File: src/rtl/vu_meter_pkg.sv
// Shared types and constants for the stereo VU meter.
// Holds the channel state enum, the magnitude width, the decay shift and the saturating abs helper.
package vu_meter_pkg;

    localparam int unsigned SampleWidth = 16;
    localparam int unsigned MagWidth    = 15;
    localparam int unsigned LevelWidth  = 4;
    localparam int unsigned DecayShift  = 3;

    typedef enum logic [1:0] {
        StIdle,
        StHold,
        StDecay
    } ch_state_e;

    // -32768 has no 15-bit magnitude, so it saturates to full scale.
    function automatic logic [MagWidth-1:0] abs_sat(input logic [SampleWidth-1:0] s);
        logic [SampleWidth-1:0] neg;
        neg = ~s + SampleWidth'(1);
        if (!s[SampleWidth-1]) begin
            return s[MagWidth-1:0];
        end else if (s == {1'b1, {(SampleWidth-1){1'b0}}}) begin
            return '1;
        end else begin
            return neg[MagWidth-1:0];
        end
    endfunction

endpackage

File: src/rtl/vu_channel.sv
// One meter channel: peak detect with hold and stepped decay, plus clip hold.
// State advances only on processed samples; clear forces the channel back to idle.
module vu_channel
    import vu_meter_pkg::*;
#(
    parameter int unsigned HOLD_SAMPLES  = 4800,
    parameter int unsigned DECAY_SAMPLES = 480
) (
    input  logic                   clk,
    input  logic                   reset,
    input  logic                   clear,
    input  logic                   valid,
    input  logic [SampleWidth-1:0] sample,
    output logic [LevelWidth-1:0]  level,
    output logic                   clip_active
);

    localparam int unsigned HoldW  = (HOLD_SAMPLES > 1) ? $clog2(HOLD_SAMPLES) : 1;
    localparam int unsigned DecayW = (DECAY_SAMPLES > 1) ? $clog2(DECAY_SAMPLES) : 1;
    localparam logic [HoldW-1:0]  HoldLoad  = HoldW'(HOLD_SAMPLES - 1);
    localparam logic [DecayW-1:0] DecayLoad = DecayW'(DECAY_SAMPLES - 1);
    localparam logic [MagWidth-1:0] MinDecayPeak = MagWidth'(1 << DecayShift);

    ch_state_e            state_q, state_d;
    logic [MagWidth-1:0]  peak_q, peak_d;
    logic [HoldW-1:0]     hold_q, hold_d;
    logic [DecayW-1:0]    decay_q, decay_d;
    logic [HoldW-1:0]     clip_q, clip_d;
    logic [LevelWidth-1:0] level_q, level_d;

    logic [MagWidth-1:0] mag;
    logic                new_peak;
    logic                full_scale;
    logic                decay_step;
    logic                peak_small;

    assign mag        = abs_sat(sample);
    assign new_peak   = (mag > peak_q);
    assign full_scale = (mag == '1);
    assign decay_step = (state_q == StDecay) && (decay_q == '0);
    assign peak_small = (peak_q < MinDecayPeak);

    // State register
    always_ff @(posedge clk or posedge reset) begin
        if (reset) begin
            state_q <= StIdle;
        end else begin
            state_q <= state_d;
        end
    end

    // Next-state logic
    always_comb begin
        state_d = state_q;
        if (clear) begin
            state_d = StIdle;
        end else if (valid) begin
            if (new_peak) begin
                state_d = StHold;
            end else begin
                unique case (state_q)
                    StIdle:  state_d = StIdle;
                    StHold:  if (hold_q == '0) state_d = StDecay;
                    StDecay: if (decay_step && peak_small) state_d = StIdle;
                    default: state_d = StIdle;
                endcase
            end
        end
    end

    // Peak, counters and level next values
    always_comb begin
        peak_d  = peak_q;
        hold_d  = hold_q;
        decay_d = decay_q;
        clip_d  = clip_q;
        if (clear) begin
            peak_d  = '0;
            hold_d  = '0;
            decay_d = '0;
            clip_d  = '0;
        end else if (valid) begin
            if (new_peak) begin
                peak_d = mag;
                hold_d = HoldLoad;
            end else if (state_q == StHold) begin
                if (hold_q == '0) begin
                    decay_d = DecayLoad;
                end else begin
                    hold_d = hold_q - HoldW'(1);
                end
            end else if (state_q == StDecay) begin
                if (decay_q == '0) begin
                    decay_d = DecayLoad;
                    // Below 8 the shift yields zero, so snap straight to silence.
                    peak_d  = peak_small ? '0 : (peak_q - (peak_q >> DecayShift));
                end else begin
                    decay_d = decay_q - DecayW'(1);
                end
            end
            if (full_scale) begin
                clip_d = HoldLoad;
            end else if (clip_q != '0) begin
                clip_d = clip_q - HoldW'(1);
            end
        end
        level_d = peak_d[MagWidth-1 -: LevelWidth];
    end

    always_ff @(posedge clk or posedge reset) begin
        if (reset) begin
            peak_q  <= '0;
            hold_q  <= '0;
            decay_q <= '0;
            clip_q  <= '0;
            level_q <= '0;
        end else begin
            peak_q  <= peak_d;
            hold_q  <= hold_d;
            decay_q <= decay_d;
            clip_q  <= clip_d;
            level_q <= level_d;
        end
    end

    // Outputs
    always_comb begin
        level       = level_q;
        clip_active = (clip_q != '0);
    end

endmodule

File: src/rtl/vu_meter.sv
// Stereo VU meter top: registers the sample pair, then updates both channels a cycle later.
// level_valid marks the cycle the levels reflect a newly processed sample.
module vu_meter
    import vu_meter_pkg::*;
#(
    parameter int unsigned HOLD_SAMPLES  = 4800,
    parameter int unsigned DECAY_SAMPLES = 480
) (
    input  logic                   clk,
    input  logic                   reset,
    input  logic                   enable,
    input  logic                   new_sample,
    input  logic [SampleWidth-1:0] sample_left,
    input  logic [SampleWidth-1:0] sample_right,
    output logic [LevelWidth-1:0]  level_left,
    output logic [LevelWidth-1:0]  level_right,
    output logic                   clip,
    output logic                   level_valid
);

    logic                   s1_valid_q;
    logic [SampleWidth-1:0] s1_left_q;
    logic [SampleWidth-1:0] s1_right_q;
    logic                   level_valid_q;
    logic                   proc_valid;
    logic                   clear;
    logic                   clip_left;
    logic                   clip_right;

    assign clear      = !enable;
    // Gating with enable drops a stage-1 sample if enable fell in between.
    assign proc_valid = s1_valid_q && enable;

    always_ff @(posedge clk or posedge reset) begin
        if (reset) begin
            s1_valid_q    <= 1'b0;
            s1_left_q     <= '0;
            s1_right_q    <= '0;
            level_valid_q <= 1'b0;
        end else begin
            s1_valid_q    <= enable && new_sample;
            level_valid_q <= proc_valid;
            if (enable && new_sample) begin
                s1_left_q  <= sample_left;
                s1_right_q <= sample_right;
            end
        end
    end

    vu_channel #(
        .HOLD_SAMPLES  (HOLD_SAMPLES),
        .DECAY_SAMPLES (DECAY_SAMPLES)
    ) u_left (
        .clk         (clk),
        .reset       (reset),
        .clear       (clear),
        .valid       (proc_valid),
        .sample      (s1_left_q),
        .level       (level_left),
        .clip_active (clip_left)
    );

    vu_channel #(
        .HOLD_SAMPLES  (HOLD_SAMPLES),
        .DECAY_SAMPLES (DECAY_SAMPLES)
    ) u_right (
        .clk         (clk),
        .reset       (reset),
        .clear       (clear),
        .valid       (proc_valid),
        .sample      (s1_right_q),
        .level       (level_right),
        .clip_active (clip_right)
    );

    assign clip        = clip_left || clip_right;
    assign level_valid = level_valid_q;

endmodule
File: config.mk
export PLATFORM = sky130hd
export DESIGN_NAME = vu_meter
export DESIGN_NICKNAME = d
export VERILOG_FILES = /design/src/rtl/vu_meter_pkg.sv /design/src/rtl/vu_channel.sv /design/src/rtl/vu_meter.sv
export SDC_FILE = /design/constraint.sdc
export NUM_CORES = 1
export LEC_CHECK = 0
export BUFFER_PORTS_ARGS = -buffer_cell sky130_fd_sc_hd__buf_4
export CAP_MARGIN = 20
export CORE_MARGIN = 3
export CORE_UTILIZATION = 30
export DETAILED_ROUTE_END_ITERATION = 10
export HOLD_SLACK_MARGIN = 0.05
export PLACE_DENSITY = 0.51
export SETUP_SLACK_MARGIN = 0.4
export SLEW_MARGIN = 20
export SYNTH_ARGS = -nofsm -noshare
export SYNTH_HDL_FRONTEND = slang
export SYNTH_HIERARCHICAL = 1
export SYNTH_SLANG_ARGS = --single-unit
export TNS_END_PERCENT = 1
File: constraint.sdc
create_clock -name clk -period 6.5 [get_ports clk]
set_input_delay 0.65 -clock clk [delete_from_list [all_inputs] [get_ports clk]]
set_output_delay 0.65 -clock clk [all_outputs]
set_load 0.01 [all_outputs]
==> metrics.yaml, run 1 <==
route:
  wl_per_cell_microns: 16.1
  first_pass_iters: 8
  vias: 8719
  remaining_drc_errors: 0
  drt_wl_total_microns: 26200
  viasPerCell: 5.36
  detail_route.iter0.violations: 544
  final_antenna_net_count: 0
floorplanning:
  die_area_sq_um: 36100
  core_sq_um: 32900
  std_cell_rows: 66
  io_pins: 46
  die-width_microns: 190
  start_util: 0.308
  die_h_microns: 190
cts:
  cts_num_sinks: 138
  clk_latency_ns: 0.43
  cts-buffers-inserted: 17
  clk_pin_slew_worst_paths_ns: 0.06
  hold_buffers: 0
  post_cts_buffers: 0
  clockBufferDepth: 2
  root_buffer: "clkbuf_16"
  cts_resized: 0
  cts_tree: "built"
  htree_levels: 4
layout:
  post-route-util: 0.347
  drive_above_1_share: 0.135
  n_antenna_cell: 0
  area_growth_pct: 12.8
  nNetsFinal: 1272
synth:
  ys_seq_area_frac: 0.340
  yosysWarningCount: 6
  yosysMostFrequentCell: "dfrtp_1"
  synthSimpleGateAreaFrac: 0.204
  synth_top_family_by_area: "compound AO/OA/AOI/OAI gates"
  yosysTopAreaCell: "dfrtp_1"
  syn-instance-count: 1158
  synth_area_leaders: "dfrtp_1 (34%), ha_1 (7.6%), a21oi_1 (4.9%), mux2_4 (4.3%), nor2_1 (3.8%)"
  synth-edff-count: 0
  synth_ff_type: "dfrtp_1"
  async_flop_share: 1.00
  synth.top_cell.area_share: 0.340
  ys_seq_elements: 138
  synth.avg_cell_area_sq_um: 8.76
  yosysUniqueCellTypes: 81
  synth_fa_ha_area_frac: 0.0804
  synth_compound_area_frac: 0.229
  synth_xor_area_frac: 0.0345
  mappedNetlistArea_sq_um: 10100
  syn_nets: 1258
  synth_commonest_cells: "dfrtp_1 (138), nor2_1 (103), a21oi_1 (100), inv_1 (77), nand2_1 (64)"
  muxShareOfSynthArea: 0.0503
worst_setup_path:
  worstReg2RegStart: "s1_right_q[1]$_DFFE_PP0P_"
  end_kind: "register"
  crit_cells: 17
  critPathKind: "reg2reg"
  crit_path_start_kind: "register"
  cp_top_family: "simple AND/OR/NAND/NOR gates"
  r2r_setup_slack_ns: 1.02
  worstPathArrival_ns: 5.77
  required_ns: 6.79
  path_max_fanout: 30
  path_cells: "inv_1 > ha_1 > or4b_1 > or4_1 > or4_4 > a21oi_1 > ha_1 > nand4_1 > nor3_1 > o31ai_1 > a22o_1 > buf_4 > o21ai_0 > a31oi_2 > buf_4 > a221oi_1 > a21oi_1"
  crit_slowest_cell: "or4b_1"
  cp.buffers_inverters: 3
  reg2reg_to: "u_right/peak_q[5]$_DFFE_PP0P_"
  r2r_cells: 17
  cpPeakStageDelay_ns: 0.61
place:
  dp_slack_ns: 1.11
  dp_hpwl_microns: 18600
  finalWeightedCongestion: 0.813
  io_buffers: 45
grt:
  track_usage: 0.146
  grt_pass1_wl_microns: 43700
  grt_max_degree: 53
  grt_overflow: 0
  antenna_found_initial: 0
  grt_pass1_vias: 8180
sta:
  final.min_clock_period_ns: 5.48
  setup_ws_ns: 1.02
  finalSetupViolCount: 0
  hold_viol: 0
  worstMarginPinSlew_ns: 1.06
  slew_violations: 0
  max_slew_margin: 0.288
  rsz0062_at_grt: "no"
  finalCritPeriodShare: 0.843
  holdWs_ns: 0.364
  final.setup.tns_ns: 0
  skew_ns: 0.0152
  max_freq_mhz: 182
pwr:
  power.density_nw_per_um2: 489
  p_leak_nw: 5.02
  total_power_mw: 5.59
  peakVddDrop_mv: 0.294
flow_run:
  maxCapViolations: 0
hold_path:
  hold_path_class: "in2async"
run_status:
  outcome: "finished, final reports clean"
[layout by cell type (no fill, tap or decap), drive strengths merged, types with 5 or more instances in the layout]
cell    synthesis  final
a31oi          22     22
nor3           39     39
ha             62     62
inv            77     84
nor4           27     27
nor2          104    104
nand2b         14     14
mux2           33     33
o31ai          19     19
a211oi         14     14
a21o           12     12
o21a            5      5
or2            13     13
a221oi         29     29
a311oi          8      8
dfrtp         138    138
a21oi         100    100
o211ai          9      9
xnor2          16     16
nor2b          10     10
or3            25     25
xor2           24     24
and3           12     12
buf            23     59
and2           10     10
nand4          12     12
o22ai           7      7
nand3          22     22
o21ai          56     56
or4            17     17
nand3b          9      9
clkbuf         41     19
nand2          65     65
o22a           15     15
[sequential cells by signal, indices dropped and copies added (netlist names)]
signal,flops
s1_left_q,16
s1_right_q,16
u_left/peak_q,15
u_right/peak_q,15
u_left/clip_q,13
u_left/hold_q,13
u_right/clip_q,13
u_right/hold_q,13
u_left/decay_q,9
u_right/decay_q,9
u_left/state_q,2
u_right/state_q,2
level_valid,1
s1_valid_q,1
[layer usage]
| layer | up-vias | track usage | wire (microns) |
|---|---|---|---|
| li1 | 4336 | - | - |
| met1 | 4207 | 0.218 | 13400 |
| met2 | 155 | 0.219 | 11500 |
| met3 | 21 | 0.0249 | 875 |
| met4 | 0 | 0.0361 | 340 |
| met5 | - | 0 | 0 |
[worst max path at each step]
stage               slack (ns)                      start                             end
global placement          1.32  s1_right_q[0]$_DFFE_PP0P_   u_right/peak_q[1]$_DFFE_PP0P_
finish                    1.02  s1_right_q[1]$_DFFE_PP0P_   u_right/peak_q[5]$_DFFE_PP0P_
CTS                       1.11  s1_right_q[1]$_DFFE_PP0P_   u_right/peak_q[5]$_DFFE_PP0P_
detailed placement        1.11  s1_right_q[1]$_DFFE_PP0P_   u_right/peak_q[2]$_DFFE_PP0P_
floorplan                 1.81  s1_right_q[1]$_DFFE_PP0P_  u_right/hold_q[11]$_DFFE_PP0P_
global route              0.65  s1_right_q[0]$_DFFE_PP0P_   u_right/peak_q[9]$_DFFE_PP0P_
[power breakdown]
group / internal, mW / switching [mW]
clock network: 0.626 / 0.419
registers: 1.10 / 0.307
logic: 1.31 / 1.83
total: 3.03 / 2.56
[cell families after synthesis]
logic type | Yosys count
compound gates | 345
fa+ha+maj | 64
simple gates | 392
xor+xnor | 40
buf+inv | 143
flops | 138
mux | 36
[through the flow]
step	instance area [sq um]	cells
final	11400	1627
after global routing	11400	1627
after CTS	11400	1627
after detailed placement	10800	1595
after global placement	10800	1595
after floorplan	10100	1158
[worst register-to-register path, delay by kind of cell, from the launching register on]
| family | cells | cell delay (ns) |
|---|---|---|
| AOI/OAI and AO/OA | 7 | 1.73 |
| adders and majority gates | 2 | 0.44 |
| buffers and inverters | 3 | 0.61 |
| DFF | 1 | 0.42 |
| and+or+nand+nor | 5 | 2.18 |
[final cells by class]
type                            instances  area [sq um]
Clock inverter                         13           179
Fill cell                            3364         21500
Clock buffer                           19           443
Sequential cell                       138          3450
Multi-Input combinational cell        877          6070
Inverter                               79           297
Tap cell                              442           553
Timing Repair Buffer                   59           443
Note: power is estimated with default switching activity, not from simulation.
==> run 2: changes to the inputs <==
- clock period: 6.5 -> 5.4 ns (I/O delays scaled with it)
==> metrics.yaml, run 2 (synthesis gave the netlist of run 1 again) <==
run_status:
  outcome: "finished, final reports clean"
place:
  dp_slack_ns: 0.413  # -0.700 ns
  io_buffers: 45  # unchanged
  dp_hpwl_microns: 19000  # +2.1%
  finalWeightedCongestion: 0.826  # +1.6%
pwr:
  seqPwrFrac: 0.248  # -0.003
  power.density_nw_per_um2: 584  # +19%
  p_int_mw: 3.64  # +20%
  p_clk_frac: 0.179  # -0.008
  combPwrFrac: 0.572  # +0.010
  p_switching_mw: 3.13  # +22%
  p_sw_frac: 0.462  # +0.00482
  peakVddDrop_mv: 0.331  # +12%
  p_leak_nw: 5.07  # +1.0%
floorplanning:
  die_h_microns: 190  # unchanged
  die_area_sq_um: 36100  # unchanged
  start_util: 0.308  # unchanged
  die-width_microns: 190  # unchanged
  io_pins: 46  # unchanged
  core_sq_um: 32900  # unchanged
  std_cell_rows: 66  # unchanged
sta:
  final.min_clock_period_ns: 4.82  # -0.659 ns
  hold_viol: 0  # unchanged
  finalSetupViolCount: 0  # unchanged
  rsz0062_at_grt: "yes"
  slew_violations: 0  # unchanged
  finalCritPeriodShare: 0.893  # +0.0498
  final.setup.tns_ns: 0  # unchanged
  worstMarginPinSlew_ns: 0.701  # -0.363 ns
  setup_ws_ns: 0.579  # -0.441 ns
  max_slew_margin: 0.532  # +0.244
  max_freq_mhz: 207  # +14%
  skew_ns: 0.0118  # -0.00342 ns
cts:
  clk_pin_slew_worst_paths_ns: 0.07  # about the same
  root_buffer: "clkbuf_16"
  cts_tree: "built"
  htree_levels: 4  # unchanged
  clk_latency_ns: 0.44  # about the same
  cts-buffers-inserted: 17  # unchanged
  cts_num_sinks: 138  # unchanged
  clockBufferDepth: 2  # unchanged
route:
  final_antenna_net_count: 0  # unchanged
  viasPerCell: 5.41  # +0.93%
  remaining_drc_errors: 0  # unchanged
  first_pass_iters: 5  # -3
  drt_wl_total_microns: 26700  # +2.2%
  vias: 8865  # +1.7%
  detail_route.iter0.violations: 531  # -2.4%
  wl_per_cell_microns: 16.3  # +1.4%
layout:
  fillers: 3415  # +1.5%
  area_growth_pct: 14.1
  reg_top3: "s1_left_q: 16 flops, s1_right_q: 16 flops"
  multiInputGateArea_sq_um: 6140  # +1.0%
  nNetsFinal: 1284  # +0.94%
  drive_above_1_share: 0.155  # +0.0195
  layout_common_cells: "dfrtp_1 (138), nor2_1 (102), a21oi_1 (98)"
  final_common_cell: "dfrtp_1"
  n_antenna_cell: 0  # unchanged
  post-route-util: 0.351  # +0.00418
  seq_area_sq_um: 3450  # unchanged
grt:
  grt_pass1_vias: 8504  # +4.0%
  track_usage: 0.151  # +0.00458
  grt_max_degree: 53  # unchanged
  grt_overflow: 0  # unchanged
  grt_pass1_wl_microns: 44600  # +2.2%
  antenna_found_initial: 0  # unchanged
worst_setup_path:
  path_max_fanout: 11  # -63%
  worstPathArrival_ns: 5.14  # -0.63 ns
  required_ns: 5.72  # -1.07 ns
  critPathKind: "reg2reg"
  end_kind: "register"
  crit_path_start_kind: "register"
hold_path:
  hold_path_class: "in2reg"
flow_run:
  maxCapViolations: 0  # unchanged
[run 2: cell count changes in the layout (fill, tap and decap cells not counted), moves of 2 or more]
| cell | change |
|---|---|
| clkinvlp_4 | +2 |
| a21oi_2 | +2 |
| nor3_1 | -2 |
| a21oi_1 | -2 |
| buf_4 | +10 |
| a221oi_1 | -3 |
| clkinv_4 | +2 |
| a221oi_2 | +3 |
| nor3_2 | +2 |
[run 2: per-layer routing]
metal	share of wire	routed length, microns	up-vias	global-route usage
li1	-	-	4359	-
met3	0.035	935	38	0.0245
met2	0.45	12000	189	0.234
met1	0.49	13200	4279	0.214
met5	0	0	-	0
met4	0.021	551	0	0.0495
[run 2: cell type report]
class / count / area share
clock buffers: 18 / 0.0379
multi-input cells: 877 / 0.530
well taps: 442 / 0.0478
clock inverters: 14 / 0.0139
flip-flops and latches: 138 / 0.298
inverters: 79 / 0.0256
repair buffers: 71 / 0.0466
[run 2: power by group through the flow]
stage          sequential [mW]  combinational [mW]  clock (mW)
2_1_floorplan             1.57                2.99           0
3_3_place_gp              1.69                3.75           0
3_5_place_dp              1.69                3.79           0
4_1_cts                   1.68                3.81        1.25
5_1_grt                   1.73                4.36        1.29
6_report                  1.68                3.87        1.21
[run 2: path summary, 6_finish.rpt]
kind	start	endpoint	slack [ns]	cells after the start
worst max-delay path	s1_left_q[0]$_DFFE_PP0P_	u_left/decay_q[6]$_DFFE_PP0P_	0.58	13
worst min-delay path	sample_right[11]	s1_right_q[11]$_DFFE_PP0P_	0.33	2
worst max register to register	s1_left_q[0]$_DFFE_PP0P_	u_left/decay_q[6]$_DFFE_PP0P_	0.58	13
worst min register to register	u_right/decay_q[8]$_DFFE_PP0P_	u_right/decay_q[8]$_DFFE_PP0P_	0.49	1
max in group asynchronous	reset	u_right/peak_q[5]$_DFFE_PP0P_	3.99	4
min in group asynchronous	reset	u_right/decay_q[7]$_DFFE_PP0P_	0.57	3
[run 2: critical path, stage by stage (launching register included)]
cell	delay (ns)
dfrtp_1	0.43
inv_1	0.10
ha_1	0.24
or4b_1	0.66
or4_1	0.74
a21boi_0	0.46
ha_1	0.35
a41oi_1	0.18
o21ai_0	0.14
a221oi_2	0.44
a21oi_2	0.26
nor2_1	0.30
o21ai_0	0.14
a221oi_1	0.28
[run 2: stage by stage]
stage / area [sq um] / total power [mW] / hold slack [ns] / cells
finish: 11600 / 6.76 / 0.327 / 1639
global placement: 10900 / 5.44 / 0.473 / 1606
global route: 11600 / 7.38 / 0.312 / 1639
CTS: 11500 / 6.74 / 0.308 / 1639
floorplan: 10100 / 4.55 / 0.451 / 1158
detailed placement: 10900 / 5.47 / 0.477 / 1606
[run 2: repair_timing]
item                                   in CTS  in global routing
endpoints found under the hold margin       5                  0
pin swaps                                   0                  2
gates cloned                                0                  0
resized for setup                           1                 14
setup endpoints to repair                   1                 66
hold buffers                                1                  0
setup buffers                               0                  0
==> run 3: changes to the inputs <==
- CORE_ASPECT_RATIO: default -> 1.1
==> metrics.yaml, run 3 (synthesis gave the netlist of run 1 again) <==
route:
  remaining_drc_errors: 0  # unchanged
  vias: 8857  # -0.090%
  final_antenna_net_count: 0  # unchanged
  detail_route.iter0.violations: 540  # +1.7%
  viasPerCell: 5.44  # +0.65%
  first_pass_iters: 6  # +1
  drt_wl_total_microns: 27300  # +2.3%
  wl_per_cell_microns: 16.8  # +3.1%
sta:
  final.min_clock_period_ns: 4.83  # +0.0115 ns
  hold_viol: 0  # unchanged
  holdWs_ns: 0.352  # +0.0254 ns
  setup_ws_ns: 0.567  # -0.0115 ns
  slew_violations: 0  # unchanged
  worstMarginPinSlew_ns: 0.829  # +0.127 ns
  finalSetupViolCount: 0  # unchanged
  rsz0062_at_grt: "yes"
  final.setup.tns_ns: 0  # unchanged
  max_freq_mhz: 207  # -0.24%
  finalCritPeriodShare: 0.895  # +0.00212
  max_slew_margin: 0.447  # -0.0849
  skew_ns: 0.0129  # +0.00111 ns
worst_setup_path:
  crit_path_start_kind: "register"
  reg2reg_to: "u_left/decay_q[6]$_DFFE_PP0P_"
  path_cells: "inv_1 > ha_1 > or4b_1 > or4_1 > a21boi_0 > ha_1 > a41oi_1 > o21ai_0 > a221oi_2 > a21oi_1 > buf_4 > nor2_1 > o21ai_0 > a221oi_1"
  r2r_setup_slack_ns: 0.57  # about the same
  cpPeakStageDelay_ns: 0.75  # about the same
  required_ns: 5.72  # about the same
  worstPathArrival_ns: 5.15  # about the same
  worstReg2RegStart: "s1_left_q[1]$_DFFE_PP0P_"
  critPathKind: "reg2reg"
  crit_slowest_cell: "or4_1"
  r2r_cells: 14  # +1
  end_kind: "register"
  path_max_fanout: 10  # -1
place:
  dp_slack_ns: 0.246  # -0.166 ns
  finalWeightedCongestion: 0.825  # -0.11%
  dp_hpwl_microns: 19600  # +3.3%
  io_buffers: 45  # unchanged
pwr:
  p_leak_nw: 5.08  # +0.21%
  power.density_nw_per_um2: 588  # +0.67%
  peakVddDrop_mv: 0.265  # -20%
  total_power_mw: 6.80  # +0.58%
cts:
  clk_pin_slew_worst_paths_ns: 0.07  # about the same
  post_cts_buffers: 0  # unchanged
  htree_levels: 4  # unchanged
  cts_tree: "built"
  root_buffer: "clkbuf_16"
  clockBufferDepth: 2  # unchanged
  clk_latency_ns: 0.42  # -0.02 ns
  cts-buffers-inserted: 17  # unchanged
  cts_num_sinks: 138  # unchanged
layout:
  fillers: 3484  # +2.0%
  final_common_cell: "dfrtp_1"
  reg_top3: "s1_left_q: 16 flops, s1_right_q: 16 flops"
  post-route-util: 0.348  # -0.00382
  nNetsFinal: 1282  # -0.16%
  area_growth_pct: 14.0  # about the same
  drive_above_1_share: 0.150  # -0.00476
  n_antenna_cell: 0  # unchanged
  layout_common_cells: "dfrtp_1 (138), nor2_1 (102), a21oi_1 (100)"
grt:
  grt_overflow: 0  # unchanged
  grt_max_degree: 53  # unchanged
  grt_pass1_vias: 8697  # +2.3%
  antenna_found_initial: 0  # unchanged
  grt_pass1_wl_microns: 45600  # +2.2%
  track_usage: 0.153  # +0.00236
floorplanning:
  start_util: 0.305  # -0.00308
  die_h_microns: 199  # +4.7%
  die_area_sq_um: 36100  # about the same
  io_pins: 46  # unchanged
  die-width_microns: 181  # -4.5%
  core_sq_um: 33300  # +1.0%
  std_cell_rows: 70  # +6.1%
hold_path:
  min_to: "s1_left_q[4]$_DFFE_PP0P_"
  hold_path_class: "in2reg"
  hold_depth: 2  # unchanged
  hp-start: "sample_left[4]"
flow_run:
  maxCapViolations: 0  # unchanged
run_status:
  outcome: "finished, final reports clean"
==> run 3: how the worst max path moves through the flow <==
stage,from,endpoint,slack (ns),cells past startpoint
floorplan,s1_right_q[1]$_DFFE_PP0P_,u_right/hold_q[11]$_DFFE_PP0P_,0.71,18
global placement,s1_right_q[0]$_DFFE_PP0P_,u_right/decay_q[7]$_DFFE_PP0P_,0.35,15
detailed placement,s1_right_q[1]$_DFFE_PP0P_,u_right/decay_q[7]$_DFFE_PP0P_,0.25,15
CTS,s1_right_q[1]$_DFFE_PP0P_,u_right/peak_q[2]$_DFFE_PP0P_,0.34,15
global route,s1_left_q[1]$_DFFE_PP0P_,u_left/hold_q[11]$_DFFE_PP0P_,0.21,14
finish,s1_left_q[1]$_DFFE_PP0P_,u_left/decay_q[6]$_DFFE_PP0P_,0.57,14
==> run 3: per-layer routing <==
layer	GRT usage	share of wire	vias to the layer above	routed length, microns
met4	0.0446	0.014	0	384
met5	0	0	-	0
met1	0.200	0.46	4315	12700
met2	0.262	0.49	157	13400
met3	0.0262	0.031	25	848
li1	-	-	4360	-
==> run 3: where the power goes <==
| part | internal, mW | total, mW | switching (mW) |
|---|---|---|---|
| combinational | 1.62 | 3.85 | 2.23 |
| sequential | 1.32 | 1.68 | 0.355 |
| clock | 0.789 | 1.27 | 0.481 |
| total | 3.73 | 6.80 | 3.07 |
==> run 3: repair_timing <==
action                     in CTS  in global routing
hold buffers                    1                  0
setup endpoints to repair      19                 72
pin swaps                       0                  0
gates resized for setup         1                 10
hold endpoints to repair        1                  0
==> run 3: worst max-delay path, delay by kind of cell, from the launching register on <==
family / cells / cell delay, ns
simple gates: 3 / 1.63
fa+ha+maj: 2 / 0.58
buf+inv: 2 / 0.35
flops: 1 / 0.42
compound gates: 7 / 1.74
==> run 3: cell type report <==
cell class              count  area [sq um]  area share
clock inverters            14           194      0.0168
multi-input cells         877          6120       0.529
well taps                 432           541      0.0467
clock buffers              18           439      0.0380
flip-flops and latches    138          3450       0.299
inverters                  79           297      0.0256
repair buffers             69           524      0.0453
==> run 3: through the flow <==
stage | instance area [sq um] | instances
floorplan | 10100 | 1158
global placement | 10900 | 1594
finish | 11600 | 1627
CTS | 11500 | 1627
global route | 11600 | 1627
detailed placement | 10900 | 1594
